===== src/rtl/bnn_pkg.sv =====
// bnn_pkg: phase encodings, image geometry and layer sizes shared by the BNN blocks
package bnn_pkg;
  localparam logic [2:0] S_IDLE    = 3'd0;
  localparam logic [2:0] S_LOAD    = 3'd1;
  localparam logic [2:0] S_LAYER_1 = 3'd2;
  localparam logic [2:0] S_LAYER_2 = 3'd3;
  localparam logic [2:0] S_LAYER_3 = 3'd4;
  localparam logic [2:0] S_RESULT  = 3'd5;
  localparam logic [2:0] S_ERROR   = 3'd6;
  localparam int N_PIXELS = 784;
  localparam int TIMEOUT  = 1023;
  localparam int WD_W     = 10;
  localparam int L1_OUT   = 256;
  localparam int L2_OUT   = 128;
  localparam int L3_OUT   = 10;
  localparam logic [9:0] LAST_PIX = 10'(N_PIXELS - 1);
  localparam logic [WD_W-1:0] WD_LOAD = WD_W'(TIMEOUT - 1);
  function automatic logic is_layer(input logic [2:0] s);
    return s == S_LAYER_1 || s == S_LAYER_2 || s == S_LAYER_3;
  endfunction
  function automatic logic is_busy(input logic [2:0] s);
    return s == S_LOAD || is_layer(s);
  endfunction
endpackage


===== src/rtl/bnn_sequencer_if.sv =====
// bnn_sequencer_if: pixel stream, image-buffer write port and layer phase bus
interface bnn_sequencer_if;
  logic pix_valid;
  logic pix_data;
  logic pix_ready;
  logic buf_wr_en;
  logic [9:0] buf_addr;
  logic buf_wr_data;
  logic [2:0] state;
  logic [2:0] layer_rst_n;
  logic l1_done;
  logic l2_done;
  logic l3_done;
  logic [3:0] class_in;
  modport master (
    input  pix_valid, pix_data, l1_done, l2_done, l3_done, class_in,
    output pix_ready, buf_wr_en, buf_addr, buf_wr_data, state, layer_rst_n
  );
  modport slave (
    output pix_valid, pix_data, l1_done, l2_done, l3_done, class_in,
    input  pix_ready, buf_wr_en, buf_addr, buf_wr_data, state, layer_rst_n
  );
endinterface


===== src/rtl/bnn_watchdog.sv =====
// bnn_watchdog: loadable down-counter; expired once an armed count reaches zero
module bnn_watchdog #(
  parameter int W = 10
) (
  input  logic         clk,
  input  logic         rst,
  input  logic         clear,
  input  logic         load,
  input  logic [W-1:0] load_val,
  input  logic         en,
  output logic         expired
);
  logic [W-1:0] cnt;
  logic armed;
  always_ff @(posedge clk) begin
    if (rst || clear) begin
      cnt   <= '0;
      armed <= 1'b0;
    end else if (load) begin
      cnt   <= load_val;
      armed <= 1'b1;
    end else if (en && cnt != '0) begin
      cnt <= cnt - 1'b1;
    end
  end
  assign expired = armed && cnt == '0;
endmodule


===== src/rtl/bnn_sequencer.sv =====
// bnn_sequencer: loads an image, then steps the layer phases with per-phase watchdog
module bnn_sequencer
  import bnn_pkg::*;
(
  input  logic                 clk,
  input  logic                 rst,
  input  logic                 start,
  input  logic                 abort,
  bnn_sequencer_if.master      bus,
  output logic [3:0]           class_out,
  output logic                 result_valid,
  output logic                 busy,
  output logic                 error,
  output logic [15:0]          perf_cycles
);
  logic [2:0] st, nxt;
  logic [9:0] cnt;
  logic first, accept, in_layer, load_beat, done_k, adv, entering, expired;
  assign accept    = start && (st == S_IDLE || st == S_RESULT || st == S_ERROR);
  assign in_layer  = is_layer(st);
  assign load_beat = st == S_LOAD && bus.pix_valid;
  assign done_k    = st == S_LAYER_1 ? bus.l1_done : st == S_LAYER_2 ? bus.l2_done : bus.l3_done;
  // a done seen on the first phase cycle predates the reset release and is stale
  assign adv       = in_layer && !first && done_k;
  assign entering  = is_layer(nxt) && nxt != st;
  assign bus.state = st;
  always_comb begin
    nxt = abort ? S_IDLE
        : accept ? S_LOAD
        : (load_beat && cnt == LAST_PIX) ? S_LAYER_1
        : adv ? (st == S_LAYER_3 ? S_RESULT : st + 3'd1)
        : (in_layer && expired) ? S_ERROR
        : st == 3'd7 ? S_IDLE
        : st;
  end
  bnn_watchdog #(.W(WD_W)) u_wd (
    .clk      (clk),
    .rst      (rst),
    .clear    (abort || accept),
    .load     (entering),
    .load_val (WD_LOAD),
    .en       (in_layer),
    .expired  (expired)
  );
  always_ff @(posedge clk) begin
    if (rst) begin
      st              <= S_IDLE;
      cnt             <= '0;
      first           <= 1'b0;
      bus.layer_rst_n <= 3'b000;
      bus.pix_ready   <= 1'b0;
      bus.buf_wr_en   <= 1'b0;
      bus.buf_addr    <= '0;
      bus.buf_wr_data <= 1'b0;
      class_out       <= '0;
      result_valid    <= 1'b0;
      busy            <= 1'b0;
      error           <= 1'b0;
      perf_cycles     <= '0;
    end else begin
      st              <= nxt;
      first           <= entering;
      bus.layer_rst_n <= nxt == S_LAYER_1 ? 3'b001 : nxt == S_LAYER_2 ? 3'b011 : nxt == S_LAYER_3 ? 3'b111 : 3'b000;
      bus.pix_ready   <= nxt == S_LOAD;
      busy            <= is_busy(nxt);
      bus.buf_wr_en   <= !abort && load_beat;
      if (!abort && load_beat) begin
        bus.buf_addr    <= cnt;
        bus.buf_wr_data <= bus.pix_data;
      end
      cnt          <= (abort || accept) ? '0 : load_beat ? cnt + 10'd1 : cnt;
      error        <= (abort || accept) ? 1'b0 : nxt == S_ERROR ? 1'b1 : error;
      result_valid <= (abort || accept || nxt == S_ERROR) ? 1'b0 : (st == S_LAYER_3 && nxt == S_RESULT) ? 1'b1 : result_valid;
      if (st == S_LAYER_3 && nxt == S_RESULT) class_out <= bus.class_in;
      // the accepting cycle itself counts as the first elapsed cycle
      perf_cycles  <= abort ? '0 : accept ? 16'd1 : (is_busy(st) && perf_cycles != 16'hFFFF) ? perf_cycles + 16'd1 : perf_cycles;
    end
  end
endmodule


===== src/flat_wrapper.sv =====
// flat-port wrapper written by rule: the top's interface ports become plain ports
module bnn_sequencer_flat import bnn_pkg::*;
  (clk, rst, start, abort, class_out, result_valid, busy, error, perf_cycles, bus_pix_valid, bus_pix_data, bus_l1_done, bus_l2_done, bus_l3_done, bus_class_in, bus_pix_ready, bus_buf_wr_en, bus_buf_addr, bus_buf_wr_data, bus_state, bus_layer_rst_n);
  bnn_sequencer_if bus_i ();
  input  logic clk;
  input  logic rst;
  input  logic start;
  input  logic abort;
  output logic [3:0] class_out;
  output logic result_valid;
  output logic busy;
  output logic error;
  output logic [15:0] perf_cycles;
  input wire logic [$bits(bus_i.pix_valid)-1:0] bus_pix_valid;
  input wire logic [$bits(bus_i.pix_data)-1:0] bus_pix_data;
  input wire logic [$bits(bus_i.l1_done)-1:0] bus_l1_done;
  input wire logic [$bits(bus_i.l2_done)-1:0] bus_l2_done;
  input wire logic [$bits(bus_i.l3_done)-1:0] bus_l3_done;
  input wire logic [$bits(bus_i.class_in)-1:0] bus_class_in;
  output wire logic [$bits(bus_i.pix_ready)-1:0] bus_pix_ready;
  output wire logic [$bits(bus_i.buf_wr_en)-1:0] bus_buf_wr_en;
  output wire logic [$bits(bus_i.buf_addr)-1:0] bus_buf_addr;
  output wire logic [$bits(bus_i.buf_wr_data)-1:0] bus_buf_wr_data;
  output wire logic [$bits(bus_i.state)-1:0] bus_state;
  output wire logic [$bits(bus_i.layer_rst_n)-1:0] bus_layer_rst_n;
  assign bus_i.pix_valid = bus_pix_valid;
  assign bus_i.pix_data = bus_pix_data;
  assign bus_i.l1_done = bus_l1_done;
  assign bus_i.l2_done = bus_l2_done;
  assign bus_i.l3_done = bus_l3_done;
  assign bus_i.class_in = bus_class_in;
  assign bus_pix_ready = bus_i.pix_ready;
  assign bus_buf_wr_en = bus_i.buf_wr_en;
  assign bus_buf_addr = bus_i.buf_addr;
  assign bus_buf_wr_data = bus_i.buf_wr_data;
  assign bus_state = bus_i.state;
  assign bus_layer_rst_n = bus_i.layer_rst_n;
  bnn_sequencer u_core (.clk(clk), .rst(rst), .start(start), .abort(abort), .bus(bus_i), .class_out(class_out), .result_valid(result_valid), .busy(busy), .error(error), .perf_cycles(perf_cycles));
endmodule

===== config.mk =====
export PLATFORM = sky130hd
export DESIGN_NAME = bnn_sequencer_flat
export DESIGN_NICKNAME = d
export VERILOG_FILES = /design/src/rtl/bnn_pkg.sv /design/src/rtl/bnn_sequencer_if.sv /design/src/rtl/bnn_watchdog.sv /design/src/rtl/bnn_sequencer.sv /design/src/flat_wrapper.sv
export SDC_FILE = /design/constraint.sdc
export NUM_CORES = 1
export LEC_CHECK = 0
export ABC_AREA = 1
export CAP_MARGIN = 20
export CORE_MARGIN = 4
export CORE_UTILIZATION = 25
export CTS_CLUSTER_SIZE = 24
export DETAILED_ROUTE_END_ITERATION = 8
export GPL_TIMING_DRIVEN = 0
export PLACE_DENSITY = 0.53
export SYNTH_ARGS = -nofsm -noshare
export SYNTH_HDL_FRONTEND = slang
export SYNTH_SLANG_ARGS = --single-unit

===== constraint.sdc =====
create_clock -name clk -period 2 [get_ports clk]
set_clock_uncertainty 0.05 [all_clocks]
set_input_delay 0.2 -clock clk [delete_from_list [all_inputs] [get_ports clk]]
set_output_delay 0.2 -clock clk [all_outputs]
set_load 0.005 [all_outputs]

# --- After elaboration in Yosys (flattened, before gate mapping) ---
# Cells that the tools add are included.
op_classes:
  n_addsub: 4
  n_eq_ne: 16
  muxes: 16
  n_reduce_logical: 37
op_table:
  columns: ["op", "n"]
  rows:
  - ["$mux 3", 8]
  - ["$eq 3x3->1 const B", 7]
  - ["$mux 10", 2]
  - ["$add 16x1->16 const B", 1]
  - ["$ne 16x16->1 const B", 1]
  - ["$eq 3x2->1 const B", 4]
  - ["$logic_and 1x1->1", 12]
  - ["$logic_or 1x1->1", 11]
  - ["$add 10x1->10 const B", 1]
  - ["$eq 10x10->1 const B", 1]
  - ["$logic_not 10->1", 1]
  - ["$reduce_bool 10->1", 1]
  - ["$reduce_or 2->1", 5]
  - ["$sub 10x1->10 const B", 1]
  - ["$eq 3x1->1 const B", 2]
  - ["$reduce_or 3->1", 2]
  - ["$mux 1", 5]
  - ["$reduce_bool 2->1", 2]
  - ["$add 3x1->3 const B", 1]
  - ["$logic_not 3->1", 1]
  - ["$ne 3x3->1", 1]
  - ["$logic_not 1->1", 2]
  - ["$mux 2", 1]
totals:
  register_bits: 64
  in_bits: 13
  out_inout_bits: 42
  word_cells: 92

# --- Logic depth before layout (Yosys ltp) ---
# Gate-level depths: netlist of run 1.
logic_depth:
  word_depth: 14
  depth_mapped: 19
  ltp_nobuf: 18

# --- Hierarchy ---
# A second synthesis of run 1 with hierarchy kept.
hier_totals:
  cells_unflattened: 517
  hier_area_um2: 3545.9
by_module_without_submodules:
  columns: ["mod", "instances", "cells_per_inst", "area_per_inst_um2", "seq_area_each_um2"]
  rows:
  - ["bnn_sequencer", 1, 383, 2735.1, 1061.0]
  - ["bnn_watchdog", 1, 134, 810.8, 220.2]

# --- Worst setup path after synthesis of run 1 ---
# Ideal clock, no wire load.
synth_path:
  path_kind: "reg-to-reg"
  startpoint: "reg u_core.st[0], in the netlist u_core.bus.state[0]"
  endpoint: "reg u_core.u_wd.cnt[1]"
  setup_ps: 70
  arrival_ps: 2020
  required_time_ps: 1880
  setup_slack_ps: -140
  path_stages_with_launch: 17
  n_path_buf: 1
  period_less_slack_ps: 2140
  cell_sequence: "dfxtp_1 > inv_1 > ha_1 > nor2_1 > nand2_1 > nand2_1 > inv_1 > nor2_4 > nand2_1 > nor2_2 > nand2_2 > clkinv_2 > nand3_1 > nand2_2 > nand2_2 > buf_6 > a21oi_1"
synth_via:
  elab_chain_len: 14
  elab_cells_between_ends: 40
  cone_classes: "1 x add/sub; 11 x eq/ne; 10 x mux; 18 x reduce/logical"
synth_rtl:
  columns: ["item", "line", "text"]
  rows:
  - ["start, declared", "bnn_sequencer.sv:16", "logic [2:0] st, nxt;"]
  - ["start signal, assigned", "bnn_sequencer.sv:61", "st <= nxt;"]
  - ["parallel branches: the longest is 14 deep, another holds $add 3x1->3", null, null]
  - ["end signal, assigned", "bnn_watchdog.sv:20", "cnt <= load_val;"]
  - ["end signal, assigned", "bnn_watchdog.sv:23", "cnt <= cnt - 1'b1;"]
  - ["end, declared", "bnn_watchdog.sv:13", "logic [W-1:0] cnt;"]
# Several ways; the timed one is not identified.
# A chain may end at the register's enable or synchronous reset.

# --- Worst setup path in the final report of run 1 ---
layout_path:
  startpoint: "reg u_core.st[1], in the netlist u_core.bus.state[1]"
  endpoint: "reg u_core.u_wd.cnt[4]"
# Same word-level chain as after synthesis.

==> results.md, run 1 <==
- Adder-cell share of the synthesized area: roughly 4.1%
- Number of antenna violations at the first check in global routing: 0
- Crit-path max FO: 5
- Share of power burned in registers: 42.6%
- DRT Wirelength: 8.75 mm
- Clock transition at the registers of the reported paths: 0.05 ns
- Register bit total from synthesis: between 60 and 70
- Final period utilization: 113%
- Total die area: 0.0140 mm2
- Post-detailed-route DRC marker count: 0
- Number of slew-limit violations in the final report: 0
- Critical Path Most Common Cell: sky130_fd_sc_hd__nand2_2
- Via count of the first global-routing pass: 3028
- Slack of the critical path: -0.251 ns
- Violated checks: negative setup slack
- Max cap viols: 0
- Worst setup SP type: flop
- Cell Rows: 40
- Main combinational cell family by area after synthesis: simple AND/OR/NAND/NOR gates
- Warnings from Yosys: 0
- Peak ir drop on the vdd network: 0.276 mV
- Switching power: between 600 and 700 uW
- Largest area contributor in the synthesized netlist: sky130_fd_sc_hd__dfxtp_1
- Pin slew with the least headroom to its limit: between 0.5 and 0.6 ns
- Pin count of the biggest net entering global routing: 12
- Number of port buffers: between 50 and 60
- CP endpoint: u_core.u_wd.cnt[4]$_SDFFE_PP0P_
- Setup repair after global routing missed its margin: yes
- Depth of the worst register-to-register path: 18
- Clock latency reported for the late side of the worst-skew pair: 0.33 ns
- Max Clock Freq: between 400 and 500 MHz
- Final Hold Violating Endpoints: 0
- Class of the worst hold path: input pin to flop
- Total power consumption of the routed design: 3030 uW
- Sequential share of the synthesized area: 42.1%
- Initial DRT Pass Iterations: 5
- Cell with the biggest individual delay on the critical path: sky130_fd_sc_hd__dfxtp_4
- Area fraction in compound gates after synthesis: between 10% and 20%
- Cell area after synthesis: 0.00304 mm2
- Arrival time worst endpoint: about 2.4 ns
- Growth of design area from synthesis to finish: 59.6%
- Period minus WS final: 2.25 ns
- Total gr overflow: 0
- Power density relative to cell area: 624 mW/mm2
- Switching Fraction: 22.3%
- Critical Path Max Stage Delay: 0.38 ns
- Simple-gate share of the synthesized area: 28.2%
- Number of different library cells in the post-synthesis netlist: 33
- Area share of xor/xnor cells in the synthesized design: 2.88%
- Leakage dissipation: 0.00190 uW
- Count of nets after finishing: 545
- TritonCTS clock tree: done
- Half-perimeter wire length of the detailed placement result: 5.90 mm
- Data required time of the worst path: 2.16 ns
- Multiplexer fraction of the synthesized cell area: 0%
- Share of cells above drive strength 1: 29.2%
- Effective utilization at floorplan: 25.4%
- Number of standard cells after synthesis: 421
- Via density per instance: 4.48
- Core Box Area: 0.0120 mm2
- CTS Buf Count: 9
- Synthesized net count: 444
- Global-route wire length before repair: about 14 mm
- I/O Pins: 55
- Top cells by area in the synthesized netlist: sky130_fd_sc_hd__dfxtp_1 42%, sky130_fd_sc_hd__nand2_1 8.5%, sky130_fd_sc_hd__inv_1 7.8%, sky130_fd_sc_hd__nor2_1 7.0%, sky130_fd_sc_hd__a21oi_1 6.3%
- Gp weighted congestion: 0.807
- Final core utilization: between 40% and 50%
- Number of clock sinks: 64
- Top cells by count, synth: 69 x sky130_fd_sc_hd__nand2_1, 64 x sky130_fd_sc_hd__dfxtp_1, 63 x sky130_fd_sc_hd__inv_1
- Hold buffers post-CTS: 0
- Die outline height: 118 um
- Clock buffer depth: 2
- Area fraction of the dominant cell type after synthesis: 42.1%
- Critical-path cell list: inv_6 -> ha_4 -> inv_4 -> nor2_4 -> nand3_4 -> nor2_4 -> nand2_4 -> nand2_2 -> nor2_4 -> nand2_4 -> nand2_2 -> nand2_2 -> nand2_1 -> nor2_1 -> nand2_1 -> nand2_2 -> buf_6 -> a21oi_2
- Number of enable-type register cells in the synthesized netlist: 0
- Element type at the critical path end: flop
- Min Hold Slack: between 0.4 and 0.5 ns
- Average footprint of a synthesized cell: 7.23 um2
- Reg-to-reg slack, setup: -0.25 ns
- Dominant register cell in the synthesized netlist: sky130_fd_sc_hd__dfxtp_1
- Routed len/inst: about 13 um
- Clock tree root buffer cell: sky130_fd_sc_hd__clkbuf_16
- Synth async-reset ratio: 0%
- Type of the worst setup path: flop to flop
- Drt initial violations: 92
- Inserted Diodes: 0
- Worst slew margin: ~64%
- Outcome: finished, violations left
- Most instantiated library cell after synthesis: sky130_fd_sc_hd__nand2_1
- Fraction of power consumed by the clock network: 50.3%
- Int Power: 2350 uW
- Crit Reg-Reg Startpoint: u_core.bus.state[1]$_SDFF_PP0_
- Overall track demand over capacity in global routing: 12.7%
- Die extent in x: 118 um
- Destination of the worst register-to-register timing path: u_core.u_wd.cnt[4]$_SDFFE_PP0P_
- Antenna violation net count after detailed routing: 0
- Combinational fraction of design power: 7.1%
- H-tree depth reported by CTS: 3
- Via count: 3018
- Start point of the critical path: u_core.bus.state[1]$_SDFF_PP0_
- Final setup violating endpoints: 20
-- cell families (layout without fill, tap and decap cells) --
kind of cell	count (synthesis)	after routing
buffers and inverters	75	180
AND/OR/NAND/NOR	188	189
flip-flops	64	64
AO/OA/AOI/OAI	74	74
XOR/XNOR	10	10
adder cells (fa/ha/maj)	10	10
-- how the worst min path moves through the flow --
stage	depth (start not counted)	slack, ns	start	endpoint
3_5_place_dp	2	0.40	u_core.u_wd.armed$_SDFFE_PP0P_	u_core.u_wd.armed$_SDFFE_PP0P_
6_report	3	0.41	bus_class_in[1]	u_core.class_out[1]$_SDFFE_PP0P_
3_3_place_gp	2	0.40	u_core.u_wd.armed$_SDFFE_PP0P_	u_core.u_wd.armed$_SDFFE_PP0P_
5_1_grt	3	0.43	bus_class_in[2]	u_core.class_out[2]$_SDFFE_PP0P_
4_1_cts	3	0.40	bus_class_in[2]	u_core.class_out[2]$_SDFFE_PP0P_
2_1_floorplan	2	0.28	bus_pix_data	u_core.bus.buf_wr_data$_SDFFE_PP0P_
-- layer usage --
metal | up-vias | part of all wire (%) | track usage [%] | wire [um]
met5 | - | 0 | 0 | 0
met4 | 0 | 1.8 | 4.69 | 159
met3 | 14 | 4.0 | 3.35 | 347
met2 | 47 | 51 | 21.8 | 4430
met1 | 1400 | 44 | 15.2 | 3810
li1 | 1557 | - | - | -
-- sequential cells by signal (all words and copies together) (netlist names) --
name	count
u_core.bus.state	3
u_core.bus.buf_wr_en	1
u_core.first	1
u_core.class_out	4
u_core.busy	1
u_core.bus.layer_rst_n	3
u_core.error	1
u_core.bus.buf_addr	10
u_core.cnt	10
u_core.u_wd.armed	1
u_core.perf_cycles	16
u_core.bus.pix_ready	1
u_core.result_valid	1
u_core.u_wd.cnt	10
u_core.bus.buf_wr_data	1
-- final cells by class --
cell class	instances	area (um2)
clock inverter	5	57.6
buffer	8	63.8
sequential	64	1290
inverter	67	282
tap	147	184
clock buffer	11	233
fill	1206	7110
multi-input combinational	283	1890
timing repair buffer	89	850
-- power groups by stage --
| stage | sequential (uW) | clock (uW) | combinational, uW |
|---|---|---|---|
| floorplan | 1320 | 0 | 71.0 |
| global placement | 1320 | 0 | 142 |
| detailed placement | 1320 | 0 | 144 |
| CTS | 1290 | 1560 | 181 |
| global route | 1290 | 1610 | 234 |
| finish | 1290 | 1520 | 216 |
-- placed cells by master, fill, tap and decap left out, types with 3 or more instances in the layout --
master	Yosys	final
sky130_fd_sc_hd__nor3_4	0	4
sky130_fd_sc_hd__nand4_1	3	3
sky130_fd_sc_hd__a21oi_2	0	9
sky130_fd_sc_hd__nand2_1	69	50
sky130_fd_sc_hd__buf_4	0	26
sky130_fd_sc_hd__a21oi_1	38	29
sky130_fd_sc_hd__ha_4	0	5
sky130_fd_sc_hd__inv_1	63	53
sky130_fd_sc_hd__nand2_2	7	19
sky130_fd_sc_hd__o21ai_0	27	19
sky130_fd_sc_hd__nor2_4	2	11
sky130_fd_sc_hd__o21ai_1	1	7
sky130_fd_sc_hd__clkbuf_2	0	3
sky130_fd_sc_hd__nor2_1	57	47
sky130_fd_sc_hd__nor3_1	15	8
sky130_fd_sc_hd__inv_4	0	4
sky130_fd_sc_hd__buf_6	1	11
sky130_fd_sc_hd__xor2_1	9	9
sky130_fd_sc_hd__clkdlybuf4s50_1	0	54
sky130_fd_sc_hd__nor3_2	0	3
sky130_fd_sc_hd__o21a_1	3	3
sky130_fd_sc_hd__ha_1	10	5
sky130_fd_sc_hd__dfxtp_1	64	61
sky130_fd_sc_hd__clkbuf_1	5	3
sky130_fd_sc_hd__clkbuf_16	0	9
sky130_fd_sc_hd__nor2_2	2	3
sky130_fd_sc_hd__inv_6	0	3
sky130_fd_sc_hd__dfxtp_4	0	3
sky130_fd_sc_hd__nand3_1	19	13
sky130_fd_sc_hd__nand3_2	4	6
sky130_fd_sc_hd__nand2_4	1	8
sky130_fd_sc_hd__nand3_4	0	4
sky130_fd_sc_hd__inv_2	3	6
sky130_fd_sc_hd__clkinv_4	0	3
-- through the flow --
stage / setup WS (ns) / setup TNS, ns / area [um2] / instances
4_1_cts: -0.213 / -3.54 / 4540 / 658
3_3_place_gp: -0.600 / -20.35 / 3850 / 622
5_1_grt: -0.369 / -6.72 / 4860 / 674
6_report: -0.251 / -3.77 / 4860 / 674
2_1_floorplan: 0.000529 / 0 / 3120 / 421
3_5_place_dp: -0.602 / -20.63 / 3850 / 622
-- critical path, delay by kind of cell (launching register included) --
kind	cells	cell delay (ns)
simple gates	13	1.23
flops	1	0.38
fa+ha+maj	1	0.16
buf+inv	3	0.27
compound gates	1	0.06
-- repair_timing --
action                     CTS  global route
gates cloned                 2             0
gates resized for setup     63            63
setup endpoints to repair   48            51
pin swaps                   30            32
setup buffers               19            17
Power figures use the tool's default switching activity.
==> inputs of run 2 (changes only) <==
--- a/config.mk
+++ b/config.mk
@@ -11,8 +11,10 @@
 export CORE_UTILIZATION = 25
 export CTS_CLUSTER_SIZE = 24
 export DETAILED_ROUTE_END_ITERATION = 8
+export DONT_BUFFER_PORTS = 1
 export GPL_TIMING_DRIVEN = 0
-export PLACE_DENSITY = 0.53
+export PLACE_DENSITY = 0.47
+export SLEW_MARGIN = 0
 export SYNTH_ARGS = -nofsm -noshare
 export SYNTH_HDL_FRONTEND = slang
 export SYNTH_SLANG_ARGS = --single-unit
==> run 2 against run 1 <==
Against the previous run:
- setup slack better by 0.073 ns
- power fell by 0.89%
- the run still ends with negative setup slack left
- hold slack got worse by 0.32 ns
- clock power about the same
==> results.md, run 2 (synthesis gave the netlist of run 1 again) <==
- Power density relative to cell area: around 690 mW/mm2
- Post-detailed-route DRC marker count: 0
- Gp weighted congestion: 0.753
- Final core utilization: 36.5%
- Element type at the critical path end: flop
- Count of nets after finishing: around 500
- Setup repair after global routing missed its margin: yes
- Switching power: 684 uW
- Max Clock Freq: 459 MHz
- Max FFs per register: 16
- Total die area: 0.0140 mm2
- Data required time of the worst path: 2.21 ns
- Worst path bufs/invs: 5
- Cell Rows: 40
- Via count: 2836
- Class of the worst hold path: input pin to flop
- Critical Path Max Stage Delay: 0.43 ns
- Final setup violating endpoints: 24
- Top register by number of flip-flops: u_core.perf_cycles
- Period minus WS final: 2.18 ns
- Number of clock sinks: 64
- Int Power: 2320 uW
- Min Hold Slack: around 0.094 ns
- Violated checks: negative setup slack
- Half-perimeter wire length of the detailed placement result: between 5 and 6 mm
- Number of port buffers: 0
- Final Hold Violating Endpoints: 0
- DRT Wirelength: 8.61 mm
- Post-Layout Cell Count: 632
- Slack of the critical path: -0.178 ns
- Clock latency reported for the late side of the worst-skew pair: around 0.33 ns
- Cell family contributing the most delay on the critical path: simple AND/OR/NAND/NOR gates
- Fraction of power consumed by the clock network: 51.4%
- Number of slew-limit violations in the final report: 0
- Switching Fraction: 22.8%
- Inserted Diodes: 0
- Leakage dissipation: 0.00178 uW
- Via density per instance: 4.49
- Fill cells: 1209
- Worst setup SP type: flop
- Clock transition at the registers of the reported paths: 0.06 ns
- H-tree depth reported by CTS: 3
- Critical Path Most Common Cell: sky130_fd_sc_hd__nand2_2
- Via count of the first global-routing pass: 2712
- Initial DRT Pass Iterations: 4
- Final period utilization: 109%
- Share of cells above drive strength 1: 30.1%
- Die extent in x: between 100 and 150 um
- Overall track demand over capacity in global routing: between 10% and 20%
- Pin slew with the least headroom to its limit: 0.654 ns
- Arrival time worst endpoint: 2.38 ns
- Core Box Area: 0.0120 mm2
- Inst Count DP: 568
- Drt initial violations: 84
- Peak ir drop on the vdd network: 0.348 mV
- Total gr overflow: 0
- Die outline height: between 100 and 150 um
- Cell with the biggest individual delay on the critical path: sky130_fd_sc_hd__dfxtp_4
- TritonCTS clock tree: done
- Clock buffer depth: 2
- Growth of design area from synthesis to finish: 43.5%
- Worst slew margin: 56.4%
- Share of power burned in registers: 43.1%
- Antenna violation net count after detailed routing: 0
- Most frequent cells in the layout: 61 x sky130_fd_sc_hd__dfxtp_1, 57 x sky130_fd_sc_hd__nand2_1, 53 x sky130_fd_sc_hd__inv_1
- Pin count of the biggest net entering global routing: 12
- CTS Buf Count: 9
- Clock tree root buffer cell: sky130_fd_sc_hd__clkbuf_16
- Combinational fraction of design power: 5.5%
- Number of antenna violations at the first check in global routing: 0
- Outcome: finished, violations left
- Effective utilization at floorplan: roughly 25%
- Type of the worst setup path: flop to flop
- Crit-path max FO: 5
- Routed len/inst: 13.6 um
- Global-route wire length before repair: 13.2 mm
- Most common cell after layout, fill and taps aside: sky130_fd_sc_hd__dfxtp_1
- Max cap viols: 0
- I/O Pins: 55
- Critical-path cell list: inv_6 -> ha_4 -> nor2_2 -> nand2_1 -> nand2_2 -> inv_2 -> nor2_4 -> nand2_4 -> nor2_4 -> nand2_2 -> buf_12 -> inv_8 -> nand3_4 -> nand2_4 -> nand2_2 -> buf_6 -> a21oi_1
## run 2: area by class of cell
class,count,area [um2],share of cell area (%)
buffer,8,52.6,1.20
clock buffer,11,233,5.33
clock inverter,5,55.1,1.26
inverter,67,287,6.56
multi-input combinational,283,1830,42.0
sequential,64,1290,29.6
tap,147,184,4.21
timing repair buffer,47,428,9.80
## run 2: timing repair
item / in CTS / in global routing
hold buffers: 6 / 0
setup buffers: 24 / 18
gates cloned: 1 / 1
setup endpoints to repair: 49 / 49
pin swaps: 23 / 33
resized for setup: 39 / 70
endpoints found under the hold margin: 6 / 0
## run 2: power by group through the flow
stage / logic, uW / registers (uW) / clock network, uW
after floorplan: 71.0 / 1320 / 0
after global placement: 93.1 / 1320 / 0
after detailed placement: 94.6 / 1320 / 0
after CTS: 132 / 1290 / 1580
after global routing: 179 / 1300 / 1640
final: 164 / 1290 / 1540
## run 2: metrics by stage
step                setup WS (ns)  cell area, um2  setup TNS (ns)  total power [uW]
finish                     -0.178            4370           -2.95              3000
global placement           -0.529            3310          -16.79              1410
CTS                        -0.165            3990           -2.41              3010
global route               -0.327            4370           -7.13              3110
floorplan                0.000529            3120               0              1390
detailed placement         -0.531            3310          -17.52              1420
## run 2: worst min-delay path, cell delays in order
cell and delay (ns):
sky130_fd_sc_hd__inv_1 0.07, sky130_fd_sc_hd__o211ai_1 0.11, sky130_fd_sc_hd__inv_1 0.04
## run 2: path summary, 6_finish.rpt
check | cells past startpoint | to | startpoint | slack (ns)
hold / removal | 3 | u_core.perf_cycles[0]$_SDFFE_PP0P_ | abort | 0.09
setup reg to reg | 17 | u_core.u_wd.cnt[4]$_SDFFE_PP0P_ | u_core.bus.state[0]$_SDFF_PP0_ | -0.18
setup / recovery | 17 | u_core.u_wd.cnt[4]$_SDFFE_PP0P_ | u_core.bus.state[0]$_SDFF_PP0_ | -0.18
hold reg to reg | 2 | u_core.u_wd.armed$_SDFFE_PP0P_ | u_core.u_wd.armed$_SDFFE_PP0P_ | 0.41
## run 2: per-layer routing
metal	share of wire, %	track usage, %	up-vias	routed length (um)
met5	0	0	-	0
met4	1.6	4.84	0	134
met3	4.6	3.68	14	398
met2	51	20.2	42	4420
met1	42	13.6	1310	3660
li1	-	-	1470	-
==> inputs of run 3 (changes only) <==
--- a/config.mk
+++ b/config.mk
@@ -7,7 +7,7 @@
 export LEC_CHECK = 0
 export ABC_AREA = 1
 export CAP_MARGIN = 20
-export CORE_MARGIN = 4
+export CORE_MARGIN = 3
 export CORE_UTILIZATION = 25
 export CTS_CLUSTER_SIZE = 24
 export DETAILED_ROUTE_END_ITERATION = 8
==> run 3 against run 2 <==
Against the previous run:
- the flow still finishes with violations (negative setup slack)
- critical endpoint unchanged
- setup slack got worse by 0.018 ns
- sequential cell count did not move
- utilization rose by 2.4 points
- non-clock buffer count unchanged
- combinational power grew 21%
==> results.md, run 3 (synthesis gave the netlist of run 1 again) <==
- Clock buffer depth: 2
- Arrival time worst endpoint: 2.36 ns
- Slack of the critical path: -0.195 ns
- Number of port buffers: 0
- Number of antenna violations at the first check in global routing: 0
- Type of the worst setup path: flop to flop
- Met2 Wirelength: about 4.4 mm
- Period minus WS final: around 2.2 ns
- Worst slew margin: 52.7%
- Element type at the critical path end: flop
- Half-perimeter wire length of the detailed placement result: 5.60 mm
- Drt initial violations: 74
- Global-route wire length before repair: 12.9 mm
- Cell Rows: 39
- Power density relative to cell area: 636 mW/mm2
- Topmost layer with routed signal wires: met4
- Data required time of the worst path: 2.16 ns
- Via count: approximately 2900
- Critical Path Most Common Cell: sky130_fd_sc_hd__nand2_4
- Critical-path cell list: ha_4 -> ha_4 -> inv_4 -> nand2_4 -> nand2_2 -> nand2_2 -> o21ai_2 -> nand3_1 -> nand2_1 -> inv_2 -> nand2_4 -> nand2_4 -> inv_4 -> nor2_1 -> nor2_1 -> nand2_2 -> nand2_4 -> buf_6 -> a21oi_1
- Final period utilization: 110%
- Peak ir drop on the vdd network: 0.392 mV
- Inst Count DP: between 500 and 600
- Total gr overflow: 0
- Number of clock sinks: 64
- Routed len/inst: ~14 um
- Crit-path max FO: 5
- Min Hold Slack: approximately 0.072 ns
- Clock tree root buffer cell: sky130_fd_sc_hd__clkbuf_16
- Count of nets after finishing: roughly 500
- Met1 wire length: 3.62 mm
- Post-Layout Cell Count: 627
- TritonCTS clock tree: done
- Cell with the biggest individual delay on the critical path: sky130_fd_sc_hd__dfxtp_4
- Via count of the first global-routing pass: 2634
- Clock transition at the registers of the reported paths: 0.05 ns
- Pin count of the biggest net entering global routing: 12
- Core Box Area: between 0.01 and 0.015 mm2
- Total die area: 0.0135 mm2
- H-tree depth reported by CTS: 3
- Die outline height: 116 um
- Final core utilization: between 30% and 40%
- Post-Place Worst Slack: -0.537 ns
- Met3 layer wire length in the routed design: 521 um
- Top register by number of flip-flops: u_core.perf_cycles
- Number of slew-limit violations in the final report: 0
- Setup repair after global routing missed its margin: yes
- Via density per instance: about 4.6
- Antenna violation net count after detailed routing: 0
- Max cap viols: 0
- Outcome: finished, violations left
- Overall track demand over capacity in global routing: 12.1%
- Violated checks: negative setup slack
- Max Clock Freq: 455 MHz
- Share of cells above drive strength 1: 37.6%
- Leakage dissipation: 0.00179 uW
- Clock latency reported for the late side of the worst-skew pair: between 0.3 and 0.4 ns
- Inserted Diodes: 0
- Growth of design area from synthesis to finish: 49.1%
- Most frequent cells in the layout: 61 x sky130_fd_sc_hd__dfxtp_1, 52 x sky130_fd_sc_hd__inv_1, 46 x sky130_fd_sc_hd__nand2_1
- Final Hold Violating Endpoints: 0
- Pin slew with the least headroom to its limit: just over 0.7 ns
- Effective utilization at floorplan: 26.1%
- Max FFs per register: 16
- Critical Path Max Stage Delay: 0.39 ns
- Gp weighted congestion: 0.796
- Post-detailed-route DRC marker count: 0
- Most common cell after layout, fill and taps aside: sky130_fd_sc_hd__dfxtp_1
- DRT Wirelength: around 8.7 mm
- Class of the worst hold path: input pin to flop
- Final TNS setup: -3.39 ns
- I/O Pins: 55
- Die extent in x: 116 um
- Final setup violating endpoints: 36
- Initial DRT Pass Iterations: 5
- CTS Buf Count: 9
- Worst setup SP type: flop
## run 3: layout make-up
class                      count  area, um2
inverter                      67        282
timing repair buffer          47        447
fill                        1157       7130
buffer                         8       70.1
multi-input combinational    283       2000
tap                          143        179
sequential                    64       1290
clock buffer                  10        229
clock inverter                 5       33.8
## run 3: path summary, 6_finish.rpt
kind	from	endpoint	slack, ns	cells after the start
max reg2reg	u_core.bus.state[0]$_SDFF_PP0_	u_core.u_wd.cnt[4]$_SDFFE_PP0P_	-0.20	19
min	bus_pix_valid	u_core.cnt[1]$_SDFFE_PP0P_	0.07	3
min reg2reg	u_core.u_wd.armed$_SDFFE_PP0P_	u_core.u_wd.armed$_SDFFE_PP0P_	0.42	2
max	u_core.bus.state[0]$_SDFF_PP0_	u_core.u_wd.cnt[4]$_SDFFE_PP0P_	-0.20	19
## run 3: power by group
group	switching (uW)	internal [uW]	leakage [uW]	total, uW
logic	108	91.7	0.00115	199
clock network	562	830	0.000125	1390
registers	11.2	1280	0.000519	1290
total	681	2200	0.00179	2890
## run 3: metal layers
layer / track usage, % / vias up
met5: 0 / -
met4: 2.55 / 0
met3: 5.03 / 8
met2: 20.5 / 44
met1: 14.4 / 1355
li1: - / 1475
## run 3: timing repair
item,in CTS,in global routing
setup buffers,27,11
gates resized for setup,52,110
gates cloned,1,3
endpoints found under the hold margin,6,0
hold buffers,6,0
pin swaps,28,35
setup endpoints to repair,48,51
## run 3: worst max-delay path: cells and delay by family, from the launching register on
family	cells	cell delay, ns
and+or+nand+nor	11	0.82
AOI/OAI and AO/OA	2	0.13
adders and majority gates	2	0.36
DFF	1	0.39
buffers and inverters	4	0.33
## run 3: per-stage QoR
step | total power, uW | area [um2]
after floorplan | 1390 | 3120
after global placement | 1420 | 3300
after detailed placement | 1420 | 3300
after CTS | 2860 | 4040
after global routing | 3000 | 4540
final | 2890 | 4540
